### config.mk
export PLATFORM = sky130hd
export DESIGN_NAME = fpadd_result_buffer
export DESIGN_NICKNAME = d
export VERILOG_FILES = /design/src/rtl/fpu_pkg.sv /design/src/rtl/fpadd_sync_fifo.sv /design/src/rtl/fpadd_result_buffer.sv
export SDC_FILE = /design/constraint.sdc
export NUM_CORES = 1
export LEC_CHECK = 0
export CAP_MARGIN = 30
export CELL_PAD_IN_SITES_DETAIL_PLACEMENT = 0
export CELL_PAD_IN_SITES_GLOBAL_PLACEMENT = 2
export CORE_MARGIN = 5
export CORE_UTILIZATION = 33
export DETAILED_ROUTE_END_ITERATION = 16
export GPL_ROUTABILITY_DRIVEN = 0
export PLACE_DENSITY_LB_ADDON = 0.1
export SYNTH_ARGS = -nofsm -noshare
export SYNTH_HDL_FRONTEND = slang
export SYNTH_SLANG_ARGS = --single-unit
### constraint.sdc
create_clock -name clk -period 4.5 [get_ports clk]
set_input_delay 0.9 -clock clk [delete_from_list [all_inputs] [get_ports clk]]
set_output_delay 0.9 -clock clk [all_outputs]
set_load 0.01 [all_outputs]
### src/rtl/fpu_pkg.sv
// Shared FP32 definitions for the adder result path.
// Field positions, adder latency, and the result-buffer entry width.
package fpu_pkg;

  localparam int SIGN_BIT = 31;
  localparam int EXP_MSB  = 30;
  localparam int MAN_W    = 23;
  localparam int EXP_LSB  = MAN_W;

  // Edges from adder operand regs to adder out: reg -> NORMMEM -> out
  localparam int FPADD_LATENCY = 3;

  typedef logic [31:0] fp32_t;

`ifdef FPADD_RESULT_FLAGS_EN
  // {zero, neg, data}
  localparam int RES_W = 34;
`else
  localparam int RES_W = 32;
`endif

  function automatic logic fp32_is_zero(fp32_t x);
    return x[EXP_MSB:0] == '0;
  endfunction

  function automatic logic [EXP_MSB-EXP_LSB:0] fp32_exp(fp32_t x);
    return x[EXP_MSB:EXP_LSB];
  endfunction

endpackage

### src/rtl/fpadd_sync_fifo.sv
// Synchronous FIFO with occupancy count and flop-based read port.
// Ports: clk, reset, push_i/wdata_i, pop_i, rdata_o (0 when empty), count_o.
module fpadd_sync_fifo #(
  parameter int W     = 32,
  parameter int DEPTH = 8,
  parameter int CW    = $clog2(DEPTH + 1)
) (
  input  logic          clk,
  input  logic          reset,
  input  logic          push_i,
  input  logic [W-1:0]  wdata_i,
  input  logic          pop_i,
  output logic [W-1:0]  rdata_o,
  output logic [CW-1:0] count_o
);

  localparam int AW = $clog2(DEPTH);

  logic [W-1:0]  mem_q [DEPTH];
  logic [AW-1:0] wptr_q, wptr_d;
  logic [AW-1:0] rptr_q, rptr_d;
  logic [CW-1:0] count_q, count_d;
  logic          pop_ok;

  // Popping an empty FIFO is a no-op
  assign pop_ok = pop_i & (count_q != '0);

  always_comb begin
    wptr_d  = wptr_q;
    rptr_d  = rptr_q;
    count_d = count_q;
    // Pointers wrap naturally: DEPTH is a power of two
    if (push_i) wptr_d = wptr_q + 1'b1;
    if (pop_ok) rptr_d = rptr_q + 1'b1;
    unique case ({push_i, pop_ok})
      2'b10:   count_d = count_q + 1'b1;
      2'b01:   count_d = count_q - 1'b1;
      default: count_d = count_q;
    endcase
  end

  always_ff @(posedge clk) begin
    if (reset) begin
      wptr_q  <= '0;
      rptr_q  <= '0;
      count_q <= '0;
    end else begin
      wptr_q  <= wptr_d;
      rptr_q  <= rptr_d;
      count_q <= count_d;
    end
  end

  always_ff @(posedge clk) begin
    if (push_i) mem_q[wptr_q] <= wdata_i;
  end

  // Storage is not reset; mask the head so it reads 0 while empty
  assign rdata_o = (count_q != '0) ? mem_q[rptr_q] : '0;
  assign count_o = count_q;

endmodule

### src/rtl/fpadd_result_buffer.sv
// Valid/ready wrapper around the free-running FP32 adder pipeline.
// Ports: in_* operand handshake, add_a/add_b/add_out adder link,
// res_* result handshake, level = buffered + in-flight results.
// FPADD_RESULT_FLAGS_EN adds res_zero/res_neg captured with each result.
module fpadd_result_buffer
  import fpu_pkg::*;
#(
  parameter int DEPTH       = 8,
  parameter int ADD_LATENCY = FPADD_LATENCY,
  parameter int CW          = $clog2(DEPTH + 1)
) (
  input  logic          clk,
  input  logic          reset,
  input  logic          in_valid,
  output logic          in_ready,
  input  logic [31:0]   in_a,
  input  logic [31:0]   in_b,
  output logic [31:0]   add_a,
  output logic [31:0]   add_b,
  input  logic [31:0]   add_out,
  output logic          res_valid,
  input  logic          res_ready,
  output logic [31:0]   res_data,
`ifdef FPADD_RESULT_FLAGS_EN
  output logic          res_zero,
  output logic          res_neg,
`endif
  output logic [CW-1:0] level
);

  logic                   fire;
  logic                   push;
  logic                   pop;
  logic [ADD_LATENCY-1:0] vpipe_q, vpipe_d;
  logic [CW-1:0]          count;
  logic [CW-1:0]          inflight;
  logic [RES_W-1:0]       wdata;
  logic [RES_W-1:0]       rdata;

  // Credit check uses registered state only, so a pop this cycle
  // cannot combinationally raise in_ready
  assign in_ready = level < CW'(DEPTH);
  assign fire     = in_valid & in_ready;

  // Idle operands are zeroed to keep the adder quiet
  assign add_a = fire ? in_a : '0;
  assign add_b = fire ? in_b : '0;

  always_comb begin
    vpipe_d    = '0;
    vpipe_d[0] = fire;
    for (int i = 1; i < ADD_LATENCY; i++) begin
      vpipe_d[i] = vpipe_q[i-1];
    end
  end

  always_ff @(posedge clk) begin
    if (reset) vpipe_q <= '0;
    else       vpipe_q <= vpipe_d;
  end

  always_comb begin
    inflight = '0;
    for (int i = 0; i < ADD_LATENCY; i++) begin
      inflight = inflight + CW'(vpipe_q[i]);
    end
  end

  // Oldest vpipe stage lines up with the adder's output word
  assign push = vpipe_q[ADD_LATENCY-1];
  assign pop  = res_valid & res_ready;

`ifdef FPADD_RESULT_FLAGS_EN
  assign wdata = {fp32_is_zero(add_out), add_out[SIGN_BIT], add_out};
`else
  assign wdata = add_out;
`endif

  fpadd_sync_fifo #(
    .W     (RES_W),
    .DEPTH (DEPTH),
    .CW    (CW)
  ) u_fifo (
    .clk     (clk),
    .reset   (reset),
    .push_i  (push),
    .wdata_i (wdata),
    .pop_i   (pop),
    .rdata_o (rdata),
    .count_o (count)
  );

  assign res_valid = count != '0;
  assign res_data  = rdata[31:0];
  assign level     = count + inflight;

`ifdef FPADD_RESULT_FLAGS_EN
  assign res_neg  = rdata[32];
  assign res_zero = rdata[33];
`endif

endmodule

== Yosys cells after proc, flatten, opt, wreduce, memory -nomap -nowiden ==
Memories as Yosys holds them, arrays and structs flattened. A register that Yosys moved wholly into a read port is not among the register bits.
Cells that the tools add are included.

* Register bits: 13
* Memories kept: 1
* RAM bits: 256
* Output and inout port bits: 102

{| class="wikitable"
|+ Memories
! memory !! depth !! bits a word !! read ports !! clocked after memory_dff !! write ports !! RTL line !! source
|-
| u_fifo.mem_q || 8 || 32 || 1 || 1 || 1 || fpadd_sync_fifo.sv:19 || <nowiki>logic [W-1:0] mem_q [DEPTH];</nowiki>
|}

* Magnitude comparators: 1
* Reduce and logical (&&, ||, !) cells: 2
* Equal/unequal tests: 2
* Bitwise operators: 3
* Add/subtract/negate cells: 7
* Multiplexer cells: 8

{| class="wikitable"
|+ Operators with widths
! operator !! number
|-
| 32-bit 2-to-1 mux || 3
|-
| 4-bit case mux with 2 select lines || 1
|-
| 3-bit by 1-bit adder with 3-bit output (second input constant) || 2
|-
| 3-bit 2-to-1 mux || 2
|-
| 4-bit by 1-bit adder with 4-bit output (second input constant) || 1
|-
| 4-bit by 3-bit adder with 4-bit output || 1
|-
| 4-bit less-than comparator (second input constant) || 1
|-
| 4-bit nonzero test || 1
|-
| 4-bit by 1-bit subtractor with 4-bit output (second input constant) || 1
|-
| 2-bit by 1-bit adder with 3-bit output || 1
|-
| 1-bit bitwise AND || 3
|-
| 1-bit by 1-bit adder with 2-bit output || 1
|-
| 2-bit by 1-bit equality test with 1-bit output (second input constant) || 1
|-
| 2-bit equality test (second input constant) || 1
|-
| 1-bit 2-to-1 mux || 2
|-
| 2-bit nonzero test || 1
|}

== Logic depth before layout (Yosys ltp) ==
Gate-level depths: netlist (run 1).

* Depth in word-level cells: 6
* Gate-level depth with buffers: 12
* Depth with buffers taken out: 10

== Modules after synthesis ==
From an unflattened synthesis (run 1), not the netlist that was laid out.

* Cell total of the unflattened synthesis: 663
* Area total of the unflattened synthesis: 11837.6 um^2

{| class="wikitable"
|+ Modules (own cells, without submodules)
! module !! area an instance (um^2) !! cells an instance !! seq. area each (um^2) !! times used
|-
| fpadd_sync_fifo || 10416.2 || 476 || 7947.6 || 1
|-
| fpadd_result_buffer || 1421.4 || 187 || 60.1 || 1
|}

== Worst setup path before layout (run 1) ==
Ideal clock, no wire load.

* Kind: register to register
* Start: register vpipe_q[2]
* End: memory u_fifo.mem_q[0][0], enable pin
* Setup time: 0.461 ns
* Clock period less this slack: 3.209 ns
* Setup slack: 1.291 ns
* Path buffers: 0
* Arrival: 2.748 ns
* Stages on the path, launching flop included: 3
* Cell sequence: dfxtp_1 nand2b_1 nor3_1

* Word-level cells in the longest chain between the ends: 2

{| class="wikitable"
|+ RTL lines
! item !! RTL line !! source
|-
| from (decl) || fpadd_result_buffer.sv:34 || <nowiki>logic [ADD_LATENCY-1:0] vpipe_q, vpipe_d;</nowiki>
|-
| from (signal assigned) || fpadd_result_buffer.sv:59 || <nowiki>else vpipe_q <= vpipe_d;</nowiki>
|-
| 1-bit 2-to-1 mux || fpadd_sync_fifo.sv:55 || <nowiki>if (push_i) mem_q[wptr_q] <= wdata_i;</nowiki>
|-
| 1-bit 2-to-1 mux (not written as such) || fpadd_sync_fifo.sv:55 ||
|-
| to (decl) || fpadd_sync_fifo.sv:19 ||
|}

Every way passes these cells.

== Worst setup path in the final report (run 1) ==
* Start: register u_fifo.count_q[0], in the netlist u_fifo.count_o[0]
* End: output add_b[12]

* Word-level cells in the longest chain between the ends: 4

{| class="wikitable"
|+ RTL lines
! item !! RTL line !! source
|-
| from (decl) || fpadd_sync_fifo.sv:22 || <nowiki>logic [CW-1:0] count_q, count_d;</nowiki>
|-
| from (signal assigned) || fpadd_sync_fifo.sv:50 || <nowiki>count_q <= count_d;</nowiki>
|-
| 4-bit by 3-bit adder with 4-bit output || fpadd_result_buffer.sv:95 || <nowiki>assign level = count + inflight;</nowiki>
|-
| 4-bit less-than comparator || fpadd_result_buffer.sv:42 || <nowiki>assign in_ready = level < CW'(DEPTH);</nowiki>
|-
| 1-bit bitwise AND || fpadd_result_buffer.sv:43 || <nowiki>assign fire = in_valid & in_ready;</nowiki>
|-
| 32-bit 2-to-1 mux || fpadd_result_buffer.sv:47 || <nowiki>assign add_b = fire ? in_b : '0;</nowiki>
|-
| to (decl) || fpadd_result_buffer.sv:19 || <nowiki>output logic [31:0] add_b,</nowiki>
|}

Every way passes these cells.

==> impl_metrics.yaml, run 1 <==
sta:
  period_minus_slack_ps: 4217
  fmax_ghz: 0.2371
  unrepaired_setup_endpoints_after_global_routing: "false"
  slew_headroom_pct: 37.43
  fin_ws_ps: 283.0
  hold_ws_ps: 493.8
  tightest_slew_ps: 936.3
  slew_viol_final: 0
  finalClockSkew_ps: 9.550
  report.final.hold_viol_count: 0
  timing.final.setup_violations: 0
  layout_worst_path_cycle_share_pct: 93.71
  fin_tns_setup_ps: 0
synth:
  netlist_instances: 567
  yosys_register_bits: 272
  async_reset_ff_share_pct: 0
  post_synth_num_cell_types: 33
  postSynth.topFlopCell: "edfxtp_1"
  synth_top_area_share_pct: 69.56
  synth-edff-count: 256
  synth_nets: 676
  post_synth_instance_area_sq_um: 11050
  yosysTopAreaCell: "edfxtp_1"
  syn-mean-instance-area_sq_um: 19.49
  ys_seq_area_share_pct: 72.46
  synth.top_cells.by_count: "256 x edfxtp_1, 64 x and2_1, 64 x mux4_2"
  post_synth_main_area_contributors: "edfxtp_1 70%, mux4_2 13%, and2_1 3.6%"
  yosys_warnings: 0
  yosysMostFrequentCell: "edfxtp_1"
setup_path:
  r2r_cells: 11
  setup.worst_path.class: "reg -> out"
  setup.worst_path.end_class: "primary output"
  cp_slowest_cell: "clkdlybuf4s50_1"
  path_cells: "fa_1, ha_1, a21o_1, and3b_1, nor3_4, buf_6, and2_1, clkdlybuf4s50_1"
  worst_r2r_startpoint: "u_fifo.count_o[1]"
  critical_path.endpoint: "add_b[12]"
  critical_path_peak_fanout: 64
  worst_path_largest_cell_delay_ps: 550
  worst_setup_path_start_kind: "flip-flop"
  timing.critical_path.from: "u_fifo.count_o[0]"
  reg2reg_slack_ps: 1780
  timing.critical_path.required_ps: 3600
  crit-reg2reg-capture: "u_fifo.count_o[2]"
  arrival_ps: 3320
die:
  die_area_sq_um: 37250
  floorplan.die.height_um: 193.0
  boundaryPins: 202
  core-area_sq_um: 33280
  fp.dieW_um: 193.0
  initial_utilization_pct: 33.21
  row_count: 67
run:
  drv_cap: 0
cells_and_area:
  n_fill_cell: 2955
  insertedDiodeCount: 0
  finish.utilization_pct: 43.57
  final_area_sq_um: 14500
  nets: 896
  proportion_of_layout_cells_with_a_drive_suffix_above_1_pct: 17.08
  area_growth_pct: 31.21
global_routing:
  grt_antenna_before_repair: 3
  global_route.usage.total_pct: 14.38
  grt_overflow: 0
  grt_pass1_vias: 6404
  grt_pass1_wl_um: 40020
  grt_start_max_net_pins: 65
drt:
  detail_route.first_pass.iterations: 4
  drt_drc_violations_left: 0
  route.detailed.wl_per_inst_um: 22.06
  route.vias.total: 5935
  postRouteAntennaNets: 0
  drt-vias-per-instance: 4.725
  routed_wl_um: 27710
  drt_iter0_markers: 258
placed_design:
  pre_cts_ws_ps: 712.5
  port_buffers: 201
  placedInstanceArea_sq_um: 13620
  detailed_place_hpwl_um: 17940
clock_tree:
  cts_htree_levels: 1
  cts_made_buffers: 29
  clkSinkCount: 272
  cts-root-buf: "clkbuf_16"
  clkTransAtPathRegs_ps: 60
  post-cts-setup-buffer-count: 0
  cts_buffer_depth: 3
  clock_insertion_delay_worst_skew_ps: 540
  tritoncts: "yes"
pwr:
  p_int_w: 0.004704
  irDropWorstVdd_uv: 317.6
  combPwrFrac_pct: 17.7
  clock_power_share_pct: 35.8
  power.sequential.fraction_pct: 46.5
  leakage_nw: 4.577
  power_switching_w: 0.001454
  power.switching_fraction_pct: 23.61
  powerDensity_nw_per_um2: 424.6
hold_path:
  holdCritPathClass: "reg -> reg"
status:
  status: "finished, final reports clean"
## worst min path at each step
stage                                 from                to  slack [ps]  cells past startpoint
after floorplan           u_fifo.wptr_q[0]  u_fifo.wptr_q[0]         460                      2
after global placement    u_fifo.wptr_q[0]  u_fifo.wptr_q[0]         480                      2
after detailed placement        vpipe_q[1]        vpipe_q[2]         480                      1
after CTS                       vpipe_q[1]        vpipe_q[2]         490                      1
after global routing            vpipe_q[1]        vpipe_q[2]         520                      1
final                           vpipe_q[1]        vpipe_q[2]         490                      1
## critical path, delay by kind of cell (launching register included)
kind	cells	cell delay [ps]
flip-flops	1	490
AND/OR/NAND/NOR	3	540
buffers and inverters	2	850
adder cells (fa/ha/maj)	2	710
AO/OA/AOI/OAI	1	170
## cells in the final DEF (no fill, tap or decap), types with 5 or more instances in the layout
cell type	synthesis	layout
mux2i_1	35	35
nor2_1	48	42
ha_1	7	7
dfxtp_1	16	13
buf_4	1	16
clkdlybuf4s50_1	0	201
nor2_4	0	6
edfxtp_1	256	256
clkinv_1	0	8
and2_1	64	64
clkbuf_16	0	29
clkbuf_1	4	7
mux4_2	64	64
nand2_1	5	5
xor2_1	6	6
## per-stage QoR
step / cells / power (W)
2_1_floorplan: 567 / 0.003502
3_3_place_gp: 1204 / 0.004034
3_5_place_dp: 1204 / 0.004036
4_1_cts: 1256 / 0.006261
5_1_grt: 1256 / 0.006431
6_report: 1256 / 0.006158
## routing by layer
metal	vias up	part of all wire, %	GRT usage, %
met5	-	0.14	0
met3	32	8.1	3.457
li1	2668	-	-
met4	6	1.1	2.397
met1	3024	38	16.62
met2	205	52	27.44
## power by group through the flow
stage / clock (W) / combinational [W] / sequential, W
floorplan: 0 / 0.000648 / 0.00285
global placement: 0 / 0.00112 / 0.00292
detailed placement: 0 / 0.00112 / 0.00292
CTS: 0.00227 / 0.00112 / 0.00287
global route: 0.00237 / 0.00118 / 0.00287
finish: 0.00221 / 0.00109 / 0.00286
## registers in the layout (all words and copies together) (netlist names), named ones only
signal	cells
u_fifo.wptr_q	3
vpipe_q	3
u_fifo.mem_q	256
u_fifo.rptr_q	3
u_fifo.count_o	4
## what timing repair did
item | in CTS | in global routing
resized for setup | 0 | 1
hold buffers | 0 | 0
endpoints found under the setup margin | 0 | 18
## cells by family after synthesis
logic type               count (synthesis)  share of synthesized area, %
adder cells (fa/ha/maj)                  9                         1.155
AND/OR/NAND/NOR                        135                         6.657
multiplexers                           100                         16.31
XOR/XNOR                                 7                        0.6227
AO/OA/AOI/OAI                            9                        0.4868
flip-flops                             272                         72.46
buffers and inverters                   35                         2.309
## area by class of cell
cell class	count	area, sq um	share of cell area, %
sequential	272	8016	55.28
multi-input combinational	260	2844	19.61
timing repair buffer	220	2183	15.06
clock buffer	36	752.0	5.186
tap	448	560.5	3.865
clock inverter	16	130.1	0.8973
inverter	4	15.01	0.1035
No activity file was read; power rests on OpenSTA's default activity.
==> inputs of run 2 (changes only) <==
--- a/config.mk
+++ b/config.mk
@@ -15,4 +15,5 @@
 export PLACE_DENSITY_LB_ADDON = 0.1
 export SYNTH_ARGS = -nofsm -noshare
 export SYNTH_HDL_FRONTEND = slang
+export SYNTH_HIERARCHICAL = 1
 export SYNTH_SLANG_ARGS = --single-unit
==> run 2 against run 1 <==
Global-route usage rose by 0.49 points. Combinational power decreased by 71%. Final cell count up 7.1%. Sequential cell count unchanged. Core utilization down 0.32 points. Count of clock-buffer cells in the layout rose by 4. Critical path type unchanged. Fmax down 1.3%. Die area up 6.7%. First-iteration DRC count grew 2.3%. Design area increased by 5.8%. Clock power increased by 4%. Largest cell class unchanged.
==> impl_metrics.yaml, run 2 <==
status:
  status: "finished, final reports clean"
hold_path:
  holdCritPathClass: "reg -> reg"
pwr:
  power.sequential.fraction_pct: 51.6
  leakage_nw: 4.888
  irDropWorstVdd_uv: 243.0
  power_switching_w: 0.001055
  powerDensity_nw_per_um2: 350.7
  combPwrFrac_pct: 5.9
  clock_power_share_pct: 42.5
  power.switching_fraction_pct: 19.59
  p_int_w: 0.004327
placed_design:
  placedInstanceArea_sq_um: 14430
  detailed_place_hpwl_um: 18640
  port_buffers: 201
sta:
  slew_viol_final: 0
  period_minus_slack_ps: 4273
  fmax_ghz: 0.2340
  unrepaired_setup_endpoints_after_global_routing: "false"
  timing.final.setup_violations: 0
  layout_worst_path_cycle_share_pct: 94.97
  tightest_slew_ps: 973.6
  report.final.hold_viol_count: 0
  fin_tns_setup_ps: 0
  finalClockSkew_ps: 9.290
  slew_headroom_pct: 35.09
run:
  drv_cap: 0
cells_and_area:
  n_fill_cell: 3128
  largest_reg_flops: 256
  final_area_sq_um: 15350
  area_growth_pct: 29.64
  nets: 973
  insertedDiodeCount: 0
  registers.top_by_ff_count: "u_fifo/mem_q"
  proportion_of_layout_cells_with_a_drive_suffix_above_1_pct: 20.25
  final_common_cell: "edfxtp_1"
  mostFrequentLayoutCells: "256 x edfxtp_1, 200 x clkdlybuf4s50_1, 68 x nand2_1"
clock_tree:
  clock_insertion_delay_worst_skew_ps: 550
  clkSinkCount: 272
  clkTransAtPathRegs_ps: 60
  cts-root-buf: "clkbuf_16"
  cts_made_buffers: 29
  cts_buffer_depth: 3
  tritoncts: "yes"
  cts_htree_levels: 1
  cts.hold.buffers_added: 0
synth:
  yosysTopAreaCell: "edfxtp_1"
  ys_seq_area_share_pct: 67.65
  post_synth_main_area_contributors: "edfxtp_1 65%, mux4_2 12%, a221oi_2 3.8%"
  postSynth.topFlopCell: "edfxtp_1"
  synth_nets: 772
  post_synth_instance_area_sq_um: 11840
  synth-edff-count: 256
  synth_top_area_share_pct: 64.94
  yosys_warnings: 6
  yosys_register_bits: 272
  async_reset_ff_share_pct: 0
  syn-mean-instance-area_sq_um: 17.85
  post_synth_num_cell_types: 43
  yosysMostFrequentCell: "edfxtp_1"
  netlist_instances: 663
  synth.top_cells.by_count: "256 x edfxtp_1, 68 x nand2_1, 63 x mux4_2"
die:
  core-area_sq_um: 35480
  fp.dieW_um: 199.4
  floorplan.die.height_um: 199.4
  boundaryPins: 202
  row_count: 69
  initial_utilization_pct: 33.36
  die_area_sq_um: 39760
drt:
  detail_route.first_pass.iterations: 5
  route.detailed.wl_per_inst_um: 22.18
  postRouteAntennaNets: 0
  routed_wl_um: 29830
  drt_iter0_markers: 264
  drt_drc_violations_left: 0
  drt-vias-per-instance: 5.062
  route.vias.total: 6808
global_routing:
  grt_pass1_wl_um: 45460
  grt_overflow: 0
  grt_pass1_vias: 7391
  grt_start_max_net_pins: 68
  global_route.usage.total_pct: 14.88
  grt_antenna_before_repair: 2
setup_path:
  setup.worst_path.class: "reg -> out"
  arrival_ps: 3370
  critical_path_peak_fanout: 22
  timing.critical_path.required_ps: 3600
  setup.worst_path.end_class: "primary output"
  worst_setup_path_start_kind: "flip-flop"
==> run 2: changes by cell type after synthesis, sizes merged, moves of 9 or more <==
cell,before,now
and2,65,1
buf,27,36
clkbuf,4,23
nand2,5,68
a221oi,0,65
==> run 2: final timing paths <==
path	start	end	slack [ps]	depth (start not counted)
setup / recovery	u_fifo/count_o[0]	add_b[28]	230	6
hold / removal	vpipe_q[1]	vpipe_q[2]	490	1
setup reg to reg	u_fifo/count_o[2]	u_fifo/count_o[2]	1610	9
hold reg to reg	vpipe_q[1]	vpipe_q[2]	490	1
==> run 2: area by class of cell <==
type | instances | area (sq um) | area share (%)
Clock inverter | 11 | 140.1 | 0.9132
Inverter | 5 | 18.77 | 0.1223
Tap cell | 461 | 576.8 | 3.759
Sequential cell | 272 | 8018 | 52.25
Multi-Input combinational cell | 327 | 3491 | 22.75
Clock buffer | 40 | 777.0 | 5.063
Timing Repair Buffer | 229 | 2325 | 15.15
==> run 2: timing repair <==
| action | CTS | global route |
|---|---|---|
| endpoints found under the setup margin | 0 | 6 |
| resized for setup | 0 | 1 |
| setup buffers | 0 | 0 |
| hold endpoints to repair | 0 | 0 |
==> run 2: logic make-up (layout without fill, tap and decap cells) <==
| kind of cell | Yosys count | in the layout | share of synthesized area, % |
|---|---|---|---|
| xor+xnor | 8 | 8 | 0.5919 |
| simple gates | 135 | 135 | 4.883 |
| fa+ha+maj | 9 | 9 | 1.078 |
| compound gates | 74 | 74 | 6.997 |
| flops | 272 | 272 | 67.65 |
| mux | 101 | 101 | 15.36 |
| buf+inv | 64 | 285 | 3.446 |
==> run 2: stage by stage <==
stage / cells / utilization (%) / worst slack [ps] / total power, W / hold WS [ps]
floorplan: 663 / - / 1266 / 0.002931 / 465.2
global placement: 1291 / 40.47 / 747.6 / 0.003148 / 488.9
detailed placement: 1294 / 40.66 / 673.3 / 0.003152 / 491.7
CTS: 1345 / 43.25 / 70.30 / 0.005463 / 501.5
global route: 1345 / 43.25 / 89.39 / 0.005597 / 512.2
finish: 1345 / 43.25 / 226.5 / 0.005382 / 494.8
==> run 2: per-layer routing <==
metal	GRT usage [%]	up-vias	share of wire [%]
li1	-	3088	-
met1	18.65	3470	41
met2	25.46	208	49
met3	5.008	38	8.0
met4	2.868	4	1.5
met5	0	-	0.11
==> run 2: critical path, stage by stage (launching register included) <==
cell and delay [ps]:
dfxtp_2 430, fa_1 440, ha_1 230, a21o_2 430, buf_4 310, a221oi_1 360
clkdlybuf4s50_1 620
==> run 2: power groups by stage <==
stage               clock network (W)  logic (W)  registers (W)
finish                        0.00229   0.000316        0.00278
global route                  0.00248   0.000342        0.00278
CTS                           0.00236   0.000322        0.00278
detailed placement                  0   0.000320        0.00283
global placement                    0   0.000317        0.00283
floorplan                           0  0.0000985        0.00283
==> inputs of run 3 (changes only) <==
--- a/config.mk
+++ b/config.mk
@@ -8,6 +8,7 @@
 export CAP_MARGIN = 30
 export CELL_PAD_IN_SITES_DETAIL_PLACEMENT = 0
 export CELL_PAD_IN_SITES_GLOBAL_PLACEMENT = 2
+export CORE_ASPECT_RATIO = 0.7
 export CORE_MARGIN = 5
 export CORE_UTILIZATION = 33
 export DETAILED_ROUTE_END_ITERATION = 16
==> run 3 against run 2 <==
Clock power down 6%. Clock skew down 3.4 ps. Count of clock-buffer cells in the layout down 6. Final cell count up 0.67%. Fmax down 1.9%. Register-to-register slack better by 60 ps.
==> impl_metrics.yaml, run 3 (synthesis gave the netlist of run 2 again) <==
status:
  status: "finished, final reports clean"
sta:
  period_minus_slack_ps: 4358
  timing.final.setup_violations: 0
  slew_viol_final: 0
  layout_worst_path_cycle_share_pct: 96.85
  fin_tns_setup_ps: 0
  slew_headroom_pct: 39.36
  report.final.hold_viol_count: 0
  tightest_slew_ps: 909.6
  unrepaired_setup_endpoints_after_global_routing: "false"
  fmax_ghz: 0.2295
  finalClockSkew_ps: 5.909
die:
  die_area_sq_um: 39820
  boundaryPins: 202
  row_count: 58
  floorplan.die.height_um: 168.5
  core-area_sq_um: 35630
  fp.dieW_um: 236.4
  initial_utilization_pct: 33.22
hold_path:
  min_to: "vpipe_q[2]"
  holdCritPathClass: "reg -> reg"
  worst_hold_path.num_cells: 1
  timing.hold.worst.start: "vpipe_q[1]"
setup_path:
  timing.critical_path.buf_inv: 2
  timing.critical_path.from: "u_fifo/count_o[0]"
  worst_r2r_startpoint: "u_fifo/count_o[1]"
  r2r_cells: 10
  arrival_ps: 3460
  timing.critical_path.depth: 6
  crit-reg2reg-capture: "u_fifo/count_o[2]"
  setup.worst_path.end_class: "primary output"
  worst_setup_path_start_kind: "flip-flop"
  setup.worst_path.class: "reg -> out"
  critical_path_peak_fanout: 67
  worst_path_largest_cell_delay_ps: 610
  cp_slowest_cell: "clkdlybuf4s50_1"
  timing.critical_path.required_ps: 3600
  path_cells: "fa_1, ha_1, a21o_2, buf_4, a221oi_1, clkdlybuf4s50_1"
  critical-path-top-delay-family: "buffers and inverters"
  reg2reg_slack_ps: 1670
global_routing:
  grt_pass1_wl_um: 44860
  grt_antenna_before_repair: 0
  grt_overflow: 0
  grt_start_max_net_pins: 68
  global_route.usage.total_pct: 14.39
  grt_pass1_vias: 7273
drt:
  postRouteAntennaNets: 0
  route.detailed.wl_per_inst_um: 21.55
  routed_wl_um: 29170
  drt_iter0_markers: 333
  drt_drc_violations_left: 0
  drt-vias-per-instance: 4.987
  route.vias.total: 6752
  detail_route.first_pass.iterations: 4
cells_and_area:
  largest_reg_flops: 256
  insertedDiodeCount: 0
  nets: 965
  area_growth_pct: 28.46
  registers.top_by_ff_count: "u_fifo/mem_q"
  mostFrequentLayoutCells: "256 x edfxtp_1, 200 x clkdlybuf4s50_1, 68 x nand2_1"
  final_common_cell: "edfxtp_1"
  finish.utilization_pct: 42.68
  proportion_of_layout_cells_with_a_drive_suffix_above_1_pct: 19.34
clock_tree:
  cts.hold.buffers_added: 0
  tritoncts: "yes"
  cts-root-buf: "clkbuf_16"
  cts_resized: 0
  cts_buffer_depth: 3
  cts_htree_levels: 1
  cts_made_buffers: 27
  clkTransAtPathRegs_ps: 60
  post-cts-setup-buffer-count: 0
  clkSinkCount: 272
  clock_insertion_delay_worst_skew_ps: 540
pwr:
  irDropWorstVdd_uv: 255.7
  powerDensity_nw_per_um2: 344.9
  p_total_w: 0.005245
  leakage_nw: 4.803
placed_design:
  detailed_place_hpwl_um: 18330
  port_buffers: 201
run:
  drv_cap: 0
[run 3: worst max-delay path by stage]
stage | endpoint | slack, ps
floorplan | u_fifo/mem_q[0][0] | 1270
global placement | add_a[11] | 830
detailed placement | add_a[12] | 750
CTS | add_a[12] | 150
global route | add_a[2] | 20
finish | add_a[20] | 140
[run 3: layer usage]
layer  GRT usage [%]  up-vias  wire length (um)
li1                -     3067                 -
met1           19.57     3535             12890
met2           25.02      116             14980
met3           2.378       34               925
met4           2.383        0               376
met5               0        -                 0
[run 3: cell type report]
class | instances | area, sq um
Tap cell | 480 | 600.6
Clock inverter | 13 | 136.4
Clock buffer | 34 | 701.9
Fill cell | 3100 | 20420
Sequential cell | 272 | 8016
Inverter | 5 | 18.77
Multi-Input combinational cell | 327 | 3491
Timing Repair Buffer | 223 | 2242
[run 3: worst register-to-register path: stages, from the launching register on]
cell and delay [ps]:
dfxtp_1 420, or4_1 570, and2_1 200, nor2b_2 200, ha_1 290, xor2_1 180, ha_1 200, a21oi_1 140
xor2_1 90, or3_1 310, a21oi_1 150
[run 3: metrics by stage]
| stage | cell area [sq um] | setup WS [ps] | std cells | hold slack [ps] |
|---|---|---|---|---|
| after floorplan | 11840 | 1266 | 663 | 465.2 |
| after global placement | 14340 | 827.2 | 1306 | 500.6 |
| after detailed placement | 14370 | 753.3 | 1307 | 494.1 |
| after CTS | 15210 | 153.8 | 1354 | 502.8 |
| after global routing | 15210 | 22.53 | 1354 | 527.3 |
| final | 15210 | 142.0 | 1354 | 496.4 |
[run 3: power breakdown]
group	switching, W	internal (W)
Clock	0.000887	0.00127
Combinational	0.000133	0.000181
Sequential	0.00000526	0.00277
Total	0.00102	0.00422
